File: src/rtl/compare_result_monitor.sv
// ---------------------------------------------------------------------------
// compare_result_monitor
//
// Watches the equality result coming out of the upstream E/F compare pipeline
// and keeps running statistics:
//   - match_cnt / mismatch_cnt : saturating sample counters
//   - run_len                  : current streak of consecutive mismatches
//   - fail                     : sticky flag once the streak reaches FAIL_THRESH
//
// After start, the first WARMUP_CYCLES cycles are spent in WARMUP so that
// stale results still draining out of the pipeline are not counted.
//
// Counts accumulate across runs; only clear or rst_n zero them. Once in FAIL
// everything is frozen until clear or rst_n.
//
// Optional feature (macro MON_HISTORY_EN):
//   adds output hist[7:0], a shift register of the last eight MONITOR samples
//   (newest in bit 0), cleared by clear or rst_n.
//
// State table
//   state   | meaning
//   IDLE    | waiting for start, counts held
//   WARMUP  | pipeline filling, eq_in ignored, warm-up counter running down
//   MONITOR | eq_in sampled every cycle
//   FAIL    | consecutive-mismatch limit hit, everything frozen
// ---------------------------------------------------------------------------
module compare_result_monitor #(
    parameter int unsigned WARMUP_CYCLES = 3,
    parameter int unsigned CNT_W         = 16,
    parameter int unsigned FAIL_THRESH   = 4
) (
    input  logic             clk,
    input  logic             rst_n,
    input  logic             start,
    input  logic             stop,
    input  logic             clear,
    input  logic             eq_in,
    output logic [CNT_W-1:0] match_cnt,
    output logic [CNT_W-1:0] mismatch_cnt,
    output logic [3:0]       run_len,
    output logic             fail,
    output logic             busy,
    output logic [1:0]       state
`ifdef MON_HISTORY_EN
    ,
    output logic [7:0]       hist
`endif
);

    localparam logic [1:0] ST_IDLE    = 2'b00;
    localparam logic [1:0] ST_WARMUP  = 2'b01;
    localparam logic [1:0] ST_MONITOR = 2'b10;
    localparam logic [1:0] ST_FAIL    = 2'b11;

    // Warm-up counter is only as wide as the configured warm-up length needs.
    localparam int unsigned WU_W = (WARMUP_CYCLES > 1) ? $clog2(WARMUP_CYCLES + 1) : 1;
    localparam logic [WU_W-1:0]  WU_LOAD  = WU_W'(WARMUP_CYCLES);
    localparam logic [WU_W-1:0]  WU_ONE   = WU_W'(1);
    localparam logic [3:0]       RUN_MAX  = 4'(FAIL_THRESH);
    localparam logic [CNT_W-1:0] CNT_MAX  = '1;
    localparam logic [CNT_W-1:0] CNT_ONE  = CNT_W'(1);

    logic [1:0]       state_q,    state_d;
    logic [WU_W-1:0]  wu_cnt_q,   wu_cnt_d;
    logic [CNT_W-1:0] match_q,    match_d;
    logic [CNT_W-1:0] mismatch_q, mismatch_d;
    logic [3:0]       run_q,      run_d;
    logic             fail_q,     fail_d;
    logic             busy_q,     busy_d;

    // High on cycles where eq_in is actually taken as a MONITOR sample.
    logic             sample_en;

    // Next-state and counter update; clear beats stop, stop beats FSM advance.
    always_comb begin
        state_d    = state_q;
        wu_cnt_d   = wu_cnt_q;
        match_d    = match_q;
        mismatch_d = mismatch_q;
        run_d      = run_q;
        fail_d     = fail_q;
        sample_en  = 1'b0;

        if (clear) begin
            state_d    = ST_IDLE;
            wu_cnt_d   = '0;
            match_d    = '0;
            mismatch_d = '0;
            run_d      = '0;
            fail_d     = 1'b0;
        end else begin
            case (state_q)
                ST_IDLE: begin
                    if (start) begin
                        // Counts carry over between runs; only the streak restarts.
                        run_d = '0;
                        if (WARMUP_CYCLES == 0) begin
                            state_d  = ST_MONITOR;
                            wu_cnt_d = '0;
                        end else begin
                            state_d  = ST_WARMUP;
                            wu_cnt_d = WU_LOAD;
                        end
                    end
                end

                ST_WARMUP: begin
                    if (stop) begin
                        state_d  = ST_IDLE;
                        wu_cnt_d = '0;
                    end else if (wu_cnt_q <= WU_ONE) begin
                        // Last warm-up cycle: the next cycle is the first real sample.
                        state_d  = ST_MONITOR;
                        wu_cnt_d = '0;
                    end else begin
                        wu_cnt_d = wu_cnt_q - WU_ONE;
                    end
                end

                ST_MONITOR: begin
                    if (stop) begin
                        // The sample presented alongside stop is dropped.
                        state_d = ST_IDLE;
                    end else begin
                        sample_en = 1'b1;
                        if (eq_in) begin
                            if (match_q != CNT_MAX) begin
                                match_d = match_q + CNT_ONE;
                            end
                            run_d = '0;
                        end else begin
                            if (mismatch_q != CNT_MAX) begin
                                mismatch_d = mismatch_q + CNT_ONE;
                            end
                            if (run_q >= (RUN_MAX - 4'd1)) begin
                                run_d   = RUN_MAX;
                                state_d = ST_FAIL;
                                fail_d  = 1'b1;
                            end else begin
                                run_d = run_q + 4'd1;
                            end
                        end
                    end
                end

                ST_FAIL: begin
                    // Frozen: start, stop and eq_in have no effect here.
                    state_d = ST_FAIL;
                    fail_d  = 1'b1;
                end

                default: begin
                    state_d = ST_IDLE;
                end
            endcase
        end

        busy_d = (state_d != ST_IDLE);
    end

    // State and counter registers with asynchronous reset.
    always_ff @(posedge clk or negedge rst_n) begin
        if (!rst_n) begin
            state_q    <= ST_IDLE;
            wu_cnt_q   <= '0;
            match_q    <= '0;
            mismatch_q <= '0;
            run_q      <= '0;
            fail_q     <= 1'b0;
            busy_q     <= 1'b0;
        end else begin
            state_q    <= state_d;
            wu_cnt_q   <= wu_cnt_d;
            match_q    <= match_d;
            mismatch_q <= mismatch_d;
            run_q      <= run_d;
            fail_q     <= fail_d;
            busy_q     <= busy_d;
        end
    end

    assign state        = state_q;
    assign match_cnt    = match_q;
    assign mismatch_cnt = mismatch_q;
    assign run_len      = run_q;
    assign fail         = fail_q;
    assign busy         = busy_q;

`ifdef MON_HISTORY_EN
    logic [7:0] hist_q;

    // Sample history: shifts only on cycles that were counted as samples.
    always_ff @(posedge clk or negedge rst_n) begin
        if (!rst_n) begin
            hist_q <= '0;
        end else if (clear) begin
            hist_q <= '0;
        end else if (sample_en) begin
            hist_q <= {hist_q[6:0], eq_in};
        end
    end

    assign hist = hist_q;
`else
    // No history register in this build; the sample strobe has no consumer.
    logic unused_sample_en;
    assign unused_sample_en = sample_en;
`endif

endmodule

File: config.mk
export PLATFORM = sky130hd
export DESIGN_NAME = compare_result_monitor
export DESIGN_NICKNAME = d
export VERILOG_FILES = /design/src/rtl/compare_result_monitor.sv
export SDC_FILE = /design/constraint.sdc
export NUM_CORES = 1
export LEC_CHECK = 0
export ABC_AREA = 1
export CAP_MARGIN = 20
export CORE_ASPECT_RATIO = 0.9
export CORE_UTILIZATION = 35
export CTS_BUF_LIST = sky130_fd_sc_hd__clkbuf_8
export DETAILED_ROUTE_END_ITERATION = 12
export PLACE_DENSITY = 0.64
export SYNTH_ARGS = -nofsm -noshare
export SYNTH_HDL_FRONTEND = slang
export SYNTH_SLANG_ARGS = --single-unit
File: constraint.sdc
create_clock -name clk -period 4.3 [get_ports clk]
set_input_delay 0.86 -clock clk [delete_from_list [all_inputs] [get_ports clk]]
set_output_delay 0.86 -clock clk [all_outputs]
set_load 0.05 [all_outputs]
Word-level counts from Yosys, hierarchy flattened
Index checks and enable logic that the tools add are counted.
{"block": "classes", "addsub": 4, "n_lt_le_gt_ge": 2, "eq_ne": 11, "n_mux": 34, "reduce_logical": 14}
{"operator": "16-bit two-way mux", "n": 10}
{"operator": "16-bit by 1-bit adder with 16-bit output, second input constant", "n": 2}
{"operator": "16-bit != test, second input constant", "n": 2}
{"operator": "2-bit two-way mux", "n": 11}
{"operator": "4-bit two-way mux", "n": 5}
{"operator": "3-bit != test, second input constant", "n": 4}
{"operator": "4-bit AND reduction", "n": 3}
{"operator": "2-bit nonzero test", "n": 5}
{"operator": "3-bit nonzero test", "n": 3}
{"operator": "2-bit one-hot mux with 4 select lines", "n": 1}
{"operator": "4-bit one-hot mux with 2 select lines", "n": 1}
{"operator": "4-bit by 1-bit adder with 4-bit output, second input constant", "n": 1}
{"operator": "2-bit == test, second input constant", "n": 2}
{"operator": "4-bit by 2-bit greater-or-equal comparator with 1-bit output, second input constant", "n": 1}
{"operator": "1-bit two-way mux", "n": 4}
{"operator": "2-bit one-hot mux with 2 select lines", "n": 1}
{"operator": "3-bit AND reduction", "n": 1}
{"operator": "2-bit by 1-bit == test with 1-bit output, second input constant", "n": 1}
{"operator": "2-bit by 1-bit <= comparator with 1-bit output, second input constant", "n": 1}
{"operator": "2-bit logical NOT", "n": 1}
{"operator": "2-bit by 1-bit != test with 1-bit output, second input constant", "n": 1}
{"operator": "2-bit != test, second input constant", "n": 1}
{"operator": "1-bit one-hot mux with 2 select lines", "n": 1}
{"operator": "2-bit AND reduction", "n": 1}
{"operator": "2-bit by 1-bit subtractor with 2-bit output, second input constant", "n": 1}
{"block": "totals", "regBits": 42, "in_bits": 6}

Depth between registers and ports, before layout
Gate-level depths: netlist of run 1.
{"block": "logic_depth", "ltp_word": 7, "mapped_depth": 10, "depth_no_buf": 10}

Least setup slack after synthesis of run 1
Ideal clock, no wire load.
{"block": "synth_path", "path_type": "input port to flip-flop", "start": "input port clear", "end": "register match_q[5] (netlist: match_cnt[5])", "setup_ns": 0.066, "arrival_ns": 1.877, "setup_slack_ns": 2.357, "path_stages": 8, "path_buffers": 3, "path_cell_list": "clkbuf_2 > inv_1 > buf_2 > nand2_1 > o21ai_4 > buf_6 > nand2_1 > nand2_1"}
{"block": "synth_between", "elab_chain_cells": 2, "elab_cells_between_ends": 6, "classes_between": "eq/ne (1); mux (1); reduce/logical (4)"}
{"element": "start, declared", "line_no": "36", "rtl": "input logic clear,"}
{"element": "2-bit by 1-bit != test with 1-bit output (no source line) / 2-bit nonzero test (equally long branches)"}
{"element": "4-bit AND reduction (no source line)"}
{"element": "end signal, assigned", "line_no": "174", "rtl": "match_q <= match_d;"}
{"element": "end, declared", "line_no": "65", "rtl": "logic [CNT_W-1:0] match_q, match_d;"}
Several ways; a longest one is shown, not always the timed one.
A chain may end at the register's enable or synchronous reset.

Worst setup path after layout of run 1
{"block": "layout_path", "start": "input port clear", "end": "register mismatch_q[7] (netlist: mismatch_cnt[7])"}
{"block": "layout_between", "elab_chain_cells": 2, "elab_cells_between_ends": 6, "classes_between": "eq/ne (2); mux (1); reduce/logical (3)"}
{"element": "2-bit != test (no source line) (tied with other cells)"}
{"element": "4-bit AND reduction (no source line)"}
{"element": "end signal, assigned", "line_no": "175", "rtl": "mismatch_q <= mismatch_d;"}
{"element": "end, declared", "line_no": "66", "rtl": "logic [CNT_W-1:0] mismatch_q, mismatch_d;"}
Several ways; a longest one is shown, not always the timed one.

==> results.cfg, run 1 <==
[run_status]
outcome = complete, no violations

[global_route]
antenna_found_initial = 0
grt_max_degree = 43
track_usage_pct = 16.9
grt_pass1_vias = 2175
grt_pass1_wl_um = 10600
gr-total-overflow = 0

[worst_setup_path]
crit_path_top_delay_cell = clkdlybuf4s50_1
arrival_ns = 2.87
crit_chain = clkdlybuf4s50_1 > buf_4 > inv_1 > buf_4 > nand3_1 > nand2_2 > inv_1 > nand2_1 > nand2_1
max_stage_delay_ns = 0.40
cp_top_family = buffers and inverters
critPathLaunchType = primary input
critPathMaxFanout = 28
criticalPathCategory = primary input to flip-flop
worstSetupEndpointType = flip-flop
worstPathBufferInverterCount = 5
cp.required_ns = 4.49

[logic_synthesis]
synth_top_area_share_pct = 40.0
netlist_instances = 373
avgSynthCellArea_um2 = 7.04
synth_fp_nets = 382
synth_top_cell_by_area = dfrtp_1
syn_area_um2 = 2630
yosysWarnings = 0
yosysUniqueCellTypes = 30
yosysSeqAreaShare_pct = 40.0
ys_ff_latch = 42
synth.top_cells.by_area = dfrtp_1 (40%), nand2_1 (17%), nand3_1 (7.2%)

[placement]
dp_slack_ns = 1.29
placed_cell_area_um2 = 3140
port_buffers = 45
gp_congestion = 0.856
dp_cells = 504
post-dp-hpwl_um = 4470

[routing]
drc_errors = 0
drt.antenna.violating_nets = 0
routed_wl_um = 6240
drtIter0Drc = 116
dr.pass1.iters = 4
wire_per_inst_um = 12.2
vias_per_cell = 4.81
num_vias = 2463

[floorplanning]
dieHeight_um = 84.2
die_w_um = 93.3
row_count = 29
initial_core_util_pct = 36.7
core-area_um2 = 7150
ios = 46
dieArea_um2 = 7850

[pwr]
power_density_nw_per_um2 = 278
leakage_nw = 1.44
ir_drop_mv = 0.108
p_total_mw = 0.910

[sta]
layout_setup_ws_ns = 1.62
rsz0062_at_grt = false
period_needed_ns = 2.68
worst_hold_slack_ns = 0.371
max_freq_ghz = 0.374
setup_tns_ns = 0
slew_headroom_pct = 56.1
fin_worst_skew_ns = 0.00740
worst_pin_slew_ns = 0.656
drv_slew = 0
finalCritPeriodShare_pct = 62.2
setup_viol = 0
hold_viol_final = 0

[clock_network]
post_cts_resized = 0
root_buffer = clkbuf_8
clk_latency_ns = 0.30
clock_path_buffers = 2
htreeDepth = 2
postCtsHoldBufs = 0
cts.sinks = 42
cts_tree = built
cts_buffers = 5
post_cts_buffers = 0
clk_pin_slew_worst_paths_ns = 0.08

[final_layout]
final_cells = 512
fin_area_um2 = 3270
final_core_util_pct = 45.7
area_growth_pct = 24.5
final_common_cell = nand2_1
drive_above_1_share_pct = 6.92
n_fill_cell = 728
n_antenna_cell = 0
fin_nets = 428
final_cell_mix = nand2_1 (116), nor2_1 (46), clkdlybuf4s50_1 (44), dfrtp_1 (42), inv_1 (40)

[min_path]
hold_path.class = primary input to async pin

[run]
cap_violations = 0
## layout make-up
| cell class | instances | area (um2) | area share (%) |
|---|---|---|---|
| multi-input cells | 281 | 1360 | 41.4 |
| flip-flops and latches | 42 | 1050 | 32.1 |
| repair buffers | 48 | 480 | 14.7 |
| inverters | 41 | 154 | 4.71 |
| well taps | 93 | 116 | 3.56 |
| clock buffers | 6 | 82.6 | 2.53 |
| clock inverters | 1 | 30.0 | 0.918 |
## logic make-up (layout without fill, tap and decap cells)
| group | count (synthesis) | in the layout | synth area share [%] |
|---|---|---|---|
| AND/OR/NAND/NOR | 223 | 223 | 36.6 |
| buffers and inverters | 50 | 96 | 8.38 |
| AO/OA/AOI/OAI | 45 | 45 | 10.2 |
| flip-flops | 42 | 42 | 40.0 |
| XOR/XNOR | 10 | 10 | 3.34 |
| adder cells (fa/ha/maj) | 3 | 3 | 1.43 |
## registers in the layout (all words and copies together), names as in the netlist
name          count
match_cnt        16
state             2
fail              1
run_len           4
mismatch_cnt     16
wu_cnt_q          2
busy              1
## layer usage
layer | share of wire, % | track usage, %
met3 | 4.0 | 3.44
met1 | 51 | 24.5
met5 | 0 | 0
met4 | 1.4 | 5.31
met2 | 43 | 25.2
## final timing paths
kind	from	cells after the start	slack (ns)	end
setup / recovery	clear	9	1.62	mismatch_cnt[7]$_DFFE_PN0P_
hold / removal	rst_n	1	0.37	run_len[3]$_DFFE_PN0P_
setup reg to reg	match_cnt[1]$_DFFE_PN0P_	8	2.25	match_cnt[7]$_DFFE_PN0P_
hold reg to reg	wu_cnt_q[0]$_DFFE_PN0P_	1	0.48	wu_cnt_q[0]$_DFFE_PN0P_
max in group asynchronous	rst_n	2	3.50	mismatch_cnt[3]$_DFFE_PN0P_
min in group clk	wu_cnt_q[0]$_DFFE_PN0P_	1	0.48	wu_cnt_q[0]$_DFFE_PN0P_
## cells in the mapped netlist, drive strengths merged
| master | count |
|---|---|
| o21bai | 3 |
| a211oi | 1 |
| nor2 | 50 |
| nand2 | 119 |
| ha | 3 |
| or2 | 4 |
| dfrtp | 42 |
| xnor2 | 3 |
| o21ai | 32 |
| clkbuf | 3 |
| xor2 | 7 |
| nand3b | 1 |
| nand4 | 8 |
| a21oi | 6 |
| nor3 | 3 |
| inv | 41 |
| a31oi | 1 |
| o211ai | 2 |
| buf | 6 |
| nand3 | 38 |
## power by group
| group | switching [mW] | internal [mW] |
|---|---|---|
| clock network | 0.142 | 0.186 |
| registers | 0.0176 | 0.410 |
| logic | 0.105 | 0.0487 |
Note: power is estimated with default switching activity, not from simulation.
==> inputs of run 2 (changes only) <==
Settings changed: PLACE_DENSITY 0.64 to 0.66.
Clock period 4.3 ns to 2.24 ns, I/O delays scaled along.
==> results.cfg, run 2 (same netlist as run 1, synthesis figures left out) <==
[clock_network]
post_cts_buffers = 0
postCtsHoldBufs = 0
cts_tree = built
cts_buffers = 5
htreeDepth = 2
cts.sinks = 42
post_cts_resized = 0
root_buffer = clkbuf_8
clk_latency_ns = 0.30
clock_path_buffers = 2
clk_pin_slew_worst_paths_ns = 0.08

[global_route]
gr-total-overflow = 0
track_usage_pct = 16.5
grt_pass1_vias = 2194
grt_pass1_wl_um = 10300
grt_max_degree = 43
antenna_found_initial = 0

[sta]
fin_worst_skew_ns = 0.00169
finalCritPeriodShare_pct = 92.7
hold_viol_final = 0
max_freq_ghz = 0.482
slew_headroom_pct = 53.9
setup_viol = 0
worst_pin_slew_ns = 0.689
period_needed_ns = 2.08
drv_slew = 0
layout_setup_ws_ns = 0.163
rsz0062_at_grt = false
setup_tns_ns = 0

[worst_setup_path]
cp_top_family = buffers and inverters
worstSetupEndpointType = primary output
criticalPathCategory = flip-flop to primary output
max_stage_delay_ns = 0.86
crit_chain = clkdlybuf4s50_1
worstPathBufferInverterCount = 1
critPathLaunchType = flip-flop
critPathMaxFanout = 6
cp.required_ns = 1.79
crit_path_top_delay_cell = clkdlybuf4s50_1
r2r_slack_ns = 0.20
arrival_ns = 1.63

[final_layout]
final_common_cell = nand2_1
final_cell_mix = nand2_1 (116), nor2_1 (46), clkdlybuf4s50_1 (44), dfrtp_1 (42), inv_1 (40)
fin_area_um2 = 3270
drive_above_1_share_pct = 7.36
n_antenna_cell = 0
area_growth_pct = 24.7
fin_nets = 429

[floorplanning]
initial_core_util_pct = 36.7
dieHeight_um = 84.2
die_w_um = 93.3
core-area_um2 = 7150
dieArea_um2 = 7850
row_count = 29
ios = 46

[routing]
drc_errors = 0
num_vias = 2483
dr.pass1.iters = 4
drt.antenna.violating_nets = 0
wire_per_inst_um = 12.0
vias_per_cell = 4.83
routed_wl_um = 6150
drtIter0Drc = 121

[placement]
post-dp-hpwl_um = 4420
gp_congestion = 0.842
placed_cell_area_um2 = 3160
dp_slack_ns = 0.000113
port_buffers = 45

[run]
cap_violations = 0

[pwr]
power_density_nw_per_um2 = 517
leakage_nw = 1.44
p_total_mw = 1.69
ir_drop_mv = 0.204

[min_path]
hold_path.class = primary input to async pin

[run_status]
outcome = complete, no violations
-- run 2: cell types whose count changed in the layout (fill, tap and decap cells not counted) --
cell | previous run | this run
buf_4 | 2 | 3
clkbuf_8 | 6 | 8
bufinv_16 | 1 | 0
-- run 2: per-stage QoR --
| stage | hold slack [ns] | util, % | cells |
|---|---|---|---|
| 5_1_grt | 0.121 | 45.8 | 514 |
| 3_3_place_gp | 0.444 | 44.3 | 506 |
| 2_1_floorplan | 0.152 | - | 373 |
| 6_report | 0.110 | 45.8 | 514 |
| 4_1_cts | 0.114 | 45.8 | 514 |
| 3_5_place_dp | 0.445 | 44.3 | 506 |
-- run 2: final timing paths --
path | from | cells past startpoint | end
max | match_cnt[4]$_DFFE_PN0P_ | 1 | match_cnt[4]
min | rst_n | 2 | run_len[1]$_DFFE_PN0P_
max reg2reg | match_cnt[0]$_DFFE_PN0P_ | 8 | match_cnt[3]$_DFFE_PN0P_
min reg2reg | wu_cnt_q[0]$_DFFE_PN0P_ | 1 | wu_cnt_q[0]$_DFFE_PN0P_
max in group asynchronous | rst_n | 2 | mismatch_cnt[0]$_DFFE_PN0P_
min in group clk | wu_cnt_q[0]$_DFFE_PN0P_ | 1 | wu_cnt_q[0]$_DFFE_PN0P_
-- run 2: per-layer routing --
layer / vias up / track usage, % / wire [um]
li1: 1283 / - / -
met1: 1142 / 23.3 / 3000
met2: 50 / 25.1 / 2810
met3: 8 / 3.62 / 258
met4: 0 / 5.45 / 88
met5: - / 0 / 0
-- run 2: report_power, final --
group / internal (mW) / leakage [nW] / switching, mW
clock network: 0.311 / 0.0575 / 0.264
logic: 0.0949 / 0.807 / 0.203
registers: 0.787 / 0.577 / 0.0338
-- run 2: final cells by class --
type,count,area (um2)
Clock buffer,8,110
Sequential cell,42,1050
Fill cell,716,3870
Tap cell,93,116
Inverter,41,154
Timing Repair Buffer,49,488
Multi-Input combinational cell,281,1360
==> inputs of run 3 (changes only) <==
Settings changed: CORE_MARGIN from default to 4, CORE_UTILIZATION 35 to 25, PLACE_DENSITY 0.66 to 0.52.
==> results.cfg, run 3 (same netlist as run 1, synthesis figures left out) <==
[run_status]
outcome = complete, no violations

[pwr]
power_density_nw_per_um2 = 491
leakage_nw = 1.46
ir_drop_mv = 0.251
p_total_mw = 1.64

[min_path]
hold_path.class = primary input to async pin

[worst_setup_path]
r2r_slack_ns = 0.40
critPathLaunchType = flip-flop
max_stage_delay_ns = 0.86
critPathMaxFanout = 6
criticalPathCategory = flip-flop to primary output
worstSetupEndpointType = primary output
cp_num_cells = 1
cp_top_family = buffers and inverters
r2r-end = mismatch_cnt[8]$_DFFE_PN0P_
cp.required_ns = 1.79
worstPathBufferInverterCount = 1
r2r_start = mismatch_cnt[1]$_DFFE_PN0P_
arrival_ns = 1.65
reg2regPathDepth = 11
crit_path_top_delay_cell = clkdlybuf4s50_1
crit_chain = clkdlybuf4s50_1

[global_route]
gr-total-overflow = 0
grt_max_degree = 29
antenna_found_initial = 0
grt_pass1_vias = 2353
track_usage_pct = 11.6
grt_pass1_wl_um = 11600

[final_layout]
final_cell_mix = nand2_1 (116), nor2_1 (46), clkdlybuf4s50_1 (44), dfrtp_1 (42), inv_1 (41)
drive_above_1_share_pct = 8.00
final_common_cell = nand2_1
area_growth_pct = 27.3
multi_input_area_um2 = 1360
final_cells = 554
fin_area_um2 = 3340
register_area_um2 = 1050
n_fill_cell = 1109
n_antenna_cell = 0
fin_nets = 433

[sta]
max_freq_ghz = 0.477
fin_worst_skew_ns = 0.0101
hold_viol_final = 0
setup_tns_ns = 0
setup_viol = 0
period_needed_ns = 2.10
worst_pin_slew_ns = 0.508
drv_slew = 0
finalCritPeriodShare_pct = 93.6
rsz0062_at_grt = false
slew_headroom_pct = 66.1

[routing]
met2_length_um = 2920
drt.antenna.violating_nets = 0
wirelength_met1_um = 3420
dr_wl_met3_um = 323
dr.pass1.iters = 4
vias_per_cell = 4.53
highest_layer = met4
drtIter0Drc = 169
wire_per_inst_um = 12.2
drc_errors = 0
routed_wl_um = 6740
num_vias = 2509

[run]
cap_violations = 0

[clock_network]
post_cts_resized = 0
cts_tree = built
post_cts_buffers = 0
postCtsHoldBufs = 0
cts_buffers = 5
cts.sinks = 42
root_buffer = clkbuf_8
clk_pin_slew_worst_paths_ns = 0.09
clock_path_buffers = 2
clk_latency_ns = 0.29
htreeDepth = 2

[placement]
port_buffers = 45
dp_cells = 546
placed_cell_area_um2 = 3250
post-dp-hpwl_um = 5030
gp_congestion = 0.797

[floorplanning]
initial_core_util_pct = 25.6
dieHeight_um = 105
row_count = 35
die_w_um = 116
dieArea_um2 = 12200
core-area_um2 = 10200
ios = 46
-- run 3: changes by cell type in the layout (fill, tap and decap cells not counted) --
cell and delta:
clkbuf_8 -2, inv_1 +1, buf_4 +3, clkinv_2 +1, buf_12 +1
-- run 3: how the worst max path moves through the flow --
stage                                              end                   startpoint  slack, ns
final                                     match_cnt[5]     match_cnt[5]$_DFFE_PN0P_       0.14
after global routing                      match_cnt[5]     match_cnt[5]$_DFFE_PN0P_       0.05
after CTS                                 match_cnt[4]     match_cnt[4]$_DFFE_PN0P_       0.12
after detailed placement  mismatch_cnt[11]$_DFFE_PN0P_                         stop       0.22
after global placement     mismatch_cnt[6]$_DFFE_PN0P_                         stop       0.29
after floorplan           mismatch_cnt[13]$_DFFE_PN0P_  mismatch_cnt[1]$_DFFE_PN0P_       0.31
-- run 3: per-stage QoR --
step                      utilization (%)  worst slack, ns  hold slack (ns)
after detailed placement             31.7            0.223            0.385
after CTS                            32.6            0.119           0.0619
final                                32.6            0.144           0.0540
after global placement               31.7            0.292            0.384
after floorplan                         -            0.308            0.152
after global routing                 32.6           0.0532           0.0708
-- run 3: worst register-to-register path: cells and delay by family, from the launching register on --
family,cells,cell delay [ns]
AND/OR/NAND/NOR,7,0.67
buffers and inverters,3,0.35
flip-flops,1,0.43
adder cells (fa/ha/maj),1,0.30
-- run 3: per-layer routing --
metal	global-route usage, %	vias up
met3	2.47	6
met1	16.8	1166
met5	0	-
li1	-	1289
met2	17.5	48
met4	2.90	0
-- run 3: area by class of cell --
cell class                 count  area share [%]
clock buffer                   6            2.47
clock inverter                 2           0.262
inverter                      41            4.60
multi-input combinational    281            40.5
sequential                    42            31.4
tap                          129            4.83
timing repair buffer          53            15.9
-- run 3: where the power goes --
group	internal [mW]	switching (mW)	leakage (nW)
combinational	0.102	0.207	0.832
sequential	0.787	0.0357	0.577
clock	0.245	0.266	0.0524
